==> src/rtl/phase_window_counter_if.sv <==
// Phase inputs, window configuration and snapshot valid/ready port of
// phase_window_counter; slave is the counter's view, master the driver's.
interface phase_window_counter_if #(
  parameter int NUM_CH    = 11,
  parameter int CNT_WIDTH = 8,
  parameter int WIN_WIDTH = 16
);
  logic [NUM_CH-1:0]           data_i;
  logic [1:0]                  edge_mode_i;
  logic [WIN_WIDTH-1:0]        win_len_i;
  logic                        enable_i;
  logic [NUM_CH*CNT_WIDTH-1:0] cnt_o;
  logic [NUM_CH-1:0]           sat_o;
  logic                        valid_o;
  logic                        ready_i;
  logic                        overrun_o;

  modport slave (
    input  data_i, edge_mode_i, win_len_i, enable_i, ready_i,
    output cnt_o, sat_o, valid_o, overrun_o
  );

  modport master (
    output data_i, edge_mode_i, win_len_i, enable_i, ready_i,
    input  cnt_o, sat_o, valid_o, overrun_o
  );
endinterface

==> src/rtl/phase_window_counter.sv <==
// Windowed, saturating per-channel edge counter; each completed window's counts
// are offered as one snapshot on a registered valid/ready port.
module phase_window_counter #(
  parameter int NUM_CH    = 11,
  parameter int CNT_WIDTH = 8,
  parameter int WIN_WIDTH = 16
) (
  input logic                   clk,
  input logic                   rst,
  phase_window_counter_if.slave bus
);
  typedef enum logic {IDLE = 1'b0, COUNT = 1'b1} state_e;

  state_e                      state_q, state_d;
  logic [NUM_CH-1:0]           s1_q, s2_q;
  logic [1:0]                  prime_q;
  logic                        primed;
  logic [1:0]                  mode_q, mode_d;
  logic [WIN_WIDTH-1:0]        win_q, win_d, win_load;
  logic [CNT_WIDTH-1:0]        cnt_q   [NUM_CH];
  logic [CNT_WIDTH-1:0]        cnt_d   [NUM_CH];
  logic [CNT_WIDTH-1:0]        cnt_inc [NUM_CH];
  logic [NUM_CH-1:0]           sat_q, sat_d, sat_inc, edge_v;
  logic                        snap;
  logic [NUM_CH*CNT_WIDTH-1:0] snap_cnt, cnt_o_q;
  logic [NUM_CH-1:0]           sat_o_q;
  logic                        valid_q, overrun_q, accept;

  assign primed   = prime_q[1];
  assign win_load = (bus.win_len_i == '0) ? WIN_WIDTH'(1) : bus.win_len_i;
  assign accept   = valid_q & bus.ready_i;

  // NOTE: non-blocking assignments so every flop samples pre-edge values.
  always_ff @(posedge clk) begin
    if (rst) begin
      s1_q    <= '0;
      s2_q    <= '0;
      prime_q <= '0;
    end else begin
      s1_q <= bus.data_i;
      s2_q <= s1_q;
      if (!primed) prime_q <= prime_q + 2'd1;
    end
  end

  always_comb begin
    case (mode_q)
      2'b00:   edge_v = s1_q & ~s2_q;
      2'b01:   edge_v = ~s1_q & s2_q;
      2'b10:   edge_v = s1_q ^ s2_q;
      default: edge_v = '0;
    endcase
    if (!primed) edge_v = '0;
  end

  // Counts including this cycle's edges; also the snapshot payload.
  always_comb begin
    snap_cnt = '0;
    sat_inc  = sat_q;
    for (int i = 0; i < NUM_CH; i++) begin
      cnt_inc[i] = cnt_q[i];
      if (edge_v[i]) begin
        if (cnt_q[i] == '1) sat_inc[i] = 1'b1;
        else                cnt_inc[i] = cnt_q[i] + CNT_WIDTH'(1);
      end
      snap_cnt[i*CNT_WIDTH +: CNT_WIDTH] = cnt_inc[i];
    end
  end

  // NOTE: every variable gets a default first so no path infers a latch.
  always_comb begin
    state_d = state_q;
    mode_d  = mode_q;
    win_d   = win_q;
    sat_d   = sat_q;
    snap    = 1'b0;
    for (int i = 0; i < NUM_CH; i++) cnt_d[i] = cnt_q[i];
    case (state_q)
      IDLE: begin
        sat_d = '0;
        for (int i = 0; i < NUM_CH; i++) cnt_d[i] = '0;
        if (bus.enable_i) begin
          state_d = COUNT;
          win_d   = win_load;
          mode_d  = bus.edge_mode_i;
        end
      end
      COUNT: begin
        win_d = win_q - WIN_WIDTH'(1);
        sat_d = sat_inc;
        for (int i = 0; i < NUM_CH; i++) cnt_d[i] = cnt_inc[i];
        if (win_q == WIN_WIDTH'(1)) begin
          snap  = 1'b1;
          sat_d = '0;
          for (int i = 0; i < NUM_CH; i++) cnt_d[i] = '0;
          if (bus.enable_i) begin
            win_d  = win_load;
            mode_d = bus.edge_mode_i;
          end else begin
            state_d = IDLE;
          end
        end else if (!bus.enable_i) begin
          state_d = IDLE;
          sat_d   = '0;
          for (int i = 0; i < NUM_CH; i++) cnt_d[i] = '0;
        end
      end
    endcase
  end

  // NOTE: the counter array is a few flops, not RAM, so it resets with the rest.
  always_ff @(posedge clk) begin
    if (rst) begin
      state_q <= IDLE;
      mode_q  <= '0;
      win_q   <= '0;
      sat_q   <= '0;
      for (int i = 0; i < NUM_CH; i++) cnt_q[i] <= '0;
    end else begin
      state_q <= state_d;
      mode_q  <= mode_d;
      win_q   <= win_d;
      sat_q   <= sat_d;
      for (int i = 0; i < NUM_CH; i++) cnt_q[i] <= cnt_d[i];
    end
  end

  // A held snapshot is only replaced when it is being accepted this cycle.
  always_ff @(posedge clk) begin
    if (rst) begin
      cnt_o_q   <= '0;
      sat_o_q   <= '0;
      valid_q   <= 1'b0;
      overrun_q <= 1'b0;
    end else if (snap && (!valid_q || accept)) begin
      cnt_o_q <= snap_cnt;
      sat_o_q <= sat_inc;
      valid_q <= 1'b1;
    end else if (snap) begin
      overrun_q <= 1'b1;
    end else if (accept) begin
      valid_q <= 1'b0;
    end
  end

  assign bus.cnt_o     = cnt_o_q;
  assign bus.sat_o     = sat_o_q;
  assign bus.valid_o   = valid_q;
  assign bus.overrun_o = overrun_q;
endmodule

==> src/flat_wrapper.sv <==
// flat-port wrapper written by rule: the top's interface ports become plain ports
module phase_window_counter_flat 
#(
  parameter int NUM_CH    = 11,
  parameter int CNT_WIDTH = 8,
  parameter int WIN_WIDTH = 16
)
  (clk, rst, bus_data_i, bus_edge_mode_i, bus_win_len_i, bus_enable_i, bus_ready_i, bus_cnt_o, bus_sat_o, bus_valid_o, bus_overrun_o);
  phase_window_counter_if #(.NUM_CH(NUM_CH), .CNT_WIDTH(CNT_WIDTH), .WIN_WIDTH(WIN_WIDTH)) bus_i ();
  input logic clk;
  input logic rst;
  input wire logic [$bits(bus_i.data_i)-1:0] bus_data_i;
  input wire logic [$bits(bus_i.edge_mode_i)-1:0] bus_edge_mode_i;
  input wire logic [$bits(bus_i.win_len_i)-1:0] bus_win_len_i;
  input wire logic [$bits(bus_i.enable_i)-1:0] bus_enable_i;
  input wire logic [$bits(bus_i.ready_i)-1:0] bus_ready_i;
  output wire logic [$bits(bus_i.cnt_o)-1:0] bus_cnt_o;
  output wire logic [$bits(bus_i.sat_o)-1:0] bus_sat_o;
  output wire logic [$bits(bus_i.valid_o)-1:0] bus_valid_o;
  output wire logic [$bits(bus_i.overrun_o)-1:0] bus_overrun_o;
  assign bus_i.data_i = bus_data_i;
  assign bus_i.edge_mode_i = bus_edge_mode_i;
  assign bus_i.win_len_i = bus_win_len_i;
  assign bus_i.enable_i = bus_enable_i;
  assign bus_i.ready_i = bus_ready_i;
  assign bus_cnt_o = bus_i.cnt_o;
  assign bus_sat_o = bus_i.sat_o;
  assign bus_valid_o = bus_i.valid_o;
  assign bus_overrun_o = bus_i.overrun_o;
  phase_window_counter #(.NUM_CH(NUM_CH), .CNT_WIDTH(CNT_WIDTH), .WIN_WIDTH(WIN_WIDTH)) u_core (.clk(clk), .rst(rst), .bus(bus_i));
endmodule
==> config.mk <==
export PLATFORM = sky130hd
export DESIGN_NAME = phase_window_counter_flat
export DESIGN_NICKNAME = d
export VERILOG_FILES = /design/src/rtl/phase_window_counter_if.sv /design/src/rtl/phase_window_counter.sv /design/src/flat_wrapper.sv
export SDC_FILE = /design/constraint.sdc
export NUM_CORES = 1
export LEC_CHECK = 0
export ABC_AREA = 1
export CAP_MARGIN = 20
export CORE_ASPECT_RATIO = 0.8
export CORE_MARGIN = 5
export CORE_UTILIZATION = 25
export CTS_BUF_LIST = sky130_fd_sc_hd__clkbuf_16
export CTS_CLUSTER_DIAMETER = 80
export CTS_CLUSTER_SIZE = 16
export DETAILED_ROUTE_END_ITERATION = 7
export PLACE_DENSITY = 0.52
export SLEW_MARGIN = 20
export SYNTH_ARGS = -nofsm -noshare
export SYNTH_HDL_FRONTEND = slang
export SYNTH_SLANG_ARGS = --single-unit
==> constraint.sdc <==
create_clock -name clk -period 1.4 [get_ports clk]
set_input_delay 0.14 -clock clk [delete_from_list [all_inputs] [get_ports clk]]
set_output_delay 0.14 -clock clk [all_outputs]
set_load 0.01 [all_outputs]
==> reports/metrics.yaml, run 1 <==
grt:
  grt_max_degree: 42
  antenna_found_initial: 0
  grt_overflow: 0
  grt_pass1_wl_um: 60460
  grt_use_total: 0.1326
  first_global_vias: 11970
critical_path:
  regToRegStartpoint: "u_core.win_q[1]"
  path_cells: "inv_2, ha_4, inv_2, nor2_2, nand2_1, nor2_2, nand4_1, buf_12, buf_12, a21oi_1, o21a_1"
  worstSetupEndpointType: "flip-flop"
  crit_slowest_cell: "dfxtp_2"
  r2r_cells: 11
  worstPathRequired_ns: 1.86
  rrSetupSlack_ns: -0.34
  cp_max_fo: 37
  start_kind: "flip-flop"
  cp.arrival_ns: 2.19
  critPathKind: "flip-flop to flip-flop"
  timing.rr.end: "u_core.bus.cnt_o[76]"
  slowest_delay_ns: 0.33
yosys:
  syn-num-nets: 1942
  synthTopCellsByCount: "nand2_1, inv_1, dfxtp_1"
  syn_inst: 1874
  yosysWarnings: 0
  synth_edf_count: 0
  synthArstFlopShare: 0
  yosysTopAreaCell: "dfxtp_1"
  yosysSeqAreaShare: 0.3897
  synth_ff_type: "dfxtp_1"
  ys_ff_latch: 243
  netlist_area_um2: 12480
  netlist.area_leader.share: 0.3897
  synth_cell_types: 35
  synth.top_cells.by_area: "dfxtp_1, nand2_1, inv_1"
  yosysMostFrequentCell: "nand2_1"
  avgSynthCellArea_um2: 6.661
sta:
  skew_ns: 0.02282
  grt_setup_unrepaired: "true"
  setup_slack_ns: -0.3383
  slew_violations: 0
  max_freq_mhz: 575.3
  finalHoldViolations: 0
  tns_ns: -58.20
  worst_slew_pin_slew_ns: 0.6112
  fin_crit_ns: 1.738
  slew_headroom: 0.5925
  fin_crit_sh: 1.242
  setup_viol: 246
cts:
  htreeDepth: 1
  cts_buffers: 20
  cts_tree: "yes"
  clkSinkCount: 243
  clock_latency_ns: 0.53
  cts_buffer_depth: 3
  cts.clk_slew.worst_paths_ns: 0.08
  cts_root_buf: "clkbuf_16"
die:
  die_h_um: 209.9
  io_pins: 134
  die_area_um2: 54520
  coreArea_um2: 49510
  row_count: 73
  initial_core_util: 0.2521
  die-width_um: 259.8
cells_and_area:
  multi_input_area_um2: 7372
  layout.nets: 2318
  diodes: 0
  drive_gt1_frac: 0.2800
  seq_area_um2: 4895
  fillers: 5155
  area_delta_synth_final_pct: 50.99
routing:
  vias: 12700
  first_pass_iters: 5
  drc: 0
  wl_per_cell_um: 13.50
  drt_iter0_drc: 575
  viasPerCell: 4.331
  detail-route-antenna-nets: 0
  drt-total-wl_um: 39580
status:
  violations: "setup timing"
  run_status: "finished with violations"
power:
  power_per_cell_area_nw_per_um2: 764.3
  ir_drop_mv: 0.6278
  p_total_uw: 14400
  leakagePower_uw: 0.008663
place:
  hpwl_um: 27400
  gp_congestion: 0.8130
  port-buffer-count: 133
hold_path:
  min_delay_worst_endpoint: "u_core.s1_q[2]"
  min_path_type: "input pin to flip-flop"
  min_delay_path_depth: 3
  hold_start: "bus_data_i[2]"
run:
  cap_violations: 0
## worst max-delay path, delay by kind of cell, from the launching register on
kind            cells  cell delay (ns)
compound gates      2             0.28
fa+ha+maj           1             0.13
flops               1             0.33
buf+inv             4             0.49
simple gates        4             0.41
## worst max path at each step
| stage | from | to | slack (ns) |
|---|---|---|---|
| final | u_core.win_q[1] | u_core.bus.cnt_o[76] | -0.34 |
| after CTS | u_core.win_q[1] | u_core.bus.sat_o[2] | -0.33 |
| after global placement | bus_ready_i | u_core.bus.sat_o[5] | -0.37 |
| after detailed placement | bus_ready_i | u_core.bus.cnt_o[75] | -0.37 |
| after floorplan | u_core.win_q[1] | u_core.bus.sat_o[9] | -0.07 |
| after global routing | u_core.win_q[1] | u_core.bus.cnt_o[4] | -0.46 |
## layout by cell type, fill, tap and decap left out, types with 29 or more instances in the layout
master / n
o21a_1: 57
nand2_1: 507
dfxtp_1: 225
o21ai_0: 40
clkdlybuf4s50_1: 59
nor2_2: 29
nand3_1: 97
inv_1: 289
a21oi_2: 121
dlygate4sd2_1: 67
nor2_1: 156
buf_4: 223
clkbuf_16: 31
## per-stage QoR
step           area (µm²)  setup WS [ns]  instances  hold WS [ns]  utilization
2_1_floorplan       12690       -0.06848       1874        0.2470            -
3_5_place_dp        16420        -0.3693       2861        0.4292       0.3317
4_1_cts             17260        -0.3286       2901        0.1214       0.3486
6_report            18850        -0.3383       2932        0.1468       0.3807
3_3_place_gp        16420        -0.3670       2861        0.4197       0.3317
5_1_grt             18850        -0.4609       2932        0.1460       0.3807
## what timing repair did
action | 4_1_cts | 5_1_grt
resized for setup | 148 | 300
pin swaps | 6 | 62
setup endpoints to repair | 318 | 255
hold buffers | 1 | 0
hold endpoints to repair | 1 | 0
cloned | 2 | 14
buffers inserted | 8 | 19
## routing by layer
layer	vias up	global-route usage	routed length (µm)
met3	30	0.02502	1729
li1	6579	-	-
met4	0	0.01694	537
met2	180	0.2232	18310
met1	5909	0.1824	19010
met5	-	0	0
## power breakdown
| part | internal, µW | leakage [µW] | switching [µW] |
|---|---|---|---|
| Clock | 2900 | 0.000305 | 2730 |
| Sequential | 7000 | 0.00198 | 74.3 |
| Combinational | 773 | 0.00638 | 932 |
| Total | 10700 | 0.00866 | 3730 |
## cell families after synthesis
group	Yosys count	share of synthesized area
flops	243	0.3897
fa+ha+maj	35	0.03508
buf+inv	366	0.1233
compound gates	278	0.1252
simple gates	929	0.3105
xor+xnor	23	0.01614
## registers in the layout, indices dropped and copies added, names as in the netlist, 2 cells and up
| name | flops |
|---|---|
| u_core.sat_q | 11 |
| u_core.bus.cnt_o | 88 |
| u_core.s1_q | 11 |
| u_core.cnt_q | 88 |
| u_core.prime_q | 2 |
| u_core.win_q | 16 |
| u_core.bus.sat_o | 11 |
| u_core.s2_q | 11 |
| u_core.mode_q | 2 |
## final cells by class
cell class | instances | share of cell area
multi-input cells | 1267 | 0.3912
flip-flops and latches | 243 | 0.2597
repair buffers | 410 | 0.2083
inverters | 308 | 0.06446
well taps | 675 | 0.04481
clock buffers | 21 | 0.02788
clock inverters | 8 | 0.003718
(Power assumes the default switching activity.)
==> run 2: changes to the inputs <==
--- a/config.mk
+++ b/config.mk
@@ -15,7 +15,7 @@
 export CTS_CLUSTER_SIZE = 16
 export DETAILED_ROUTE_END_ITERATION = 7
 export PLACE_DENSITY = 0.52
-export SLEW_MARGIN = 20
+export SLEW_MARGIN = 30
 export SYNTH_ARGS = -nofsm -noshare
 export SYNTH_HDL_FRONTEND = slang
 export SYNTH_SLANG_ARGS = --single-unit
==> results of run 2 <==
No change in the layout: final DEF, timing and power equal those of run 1.
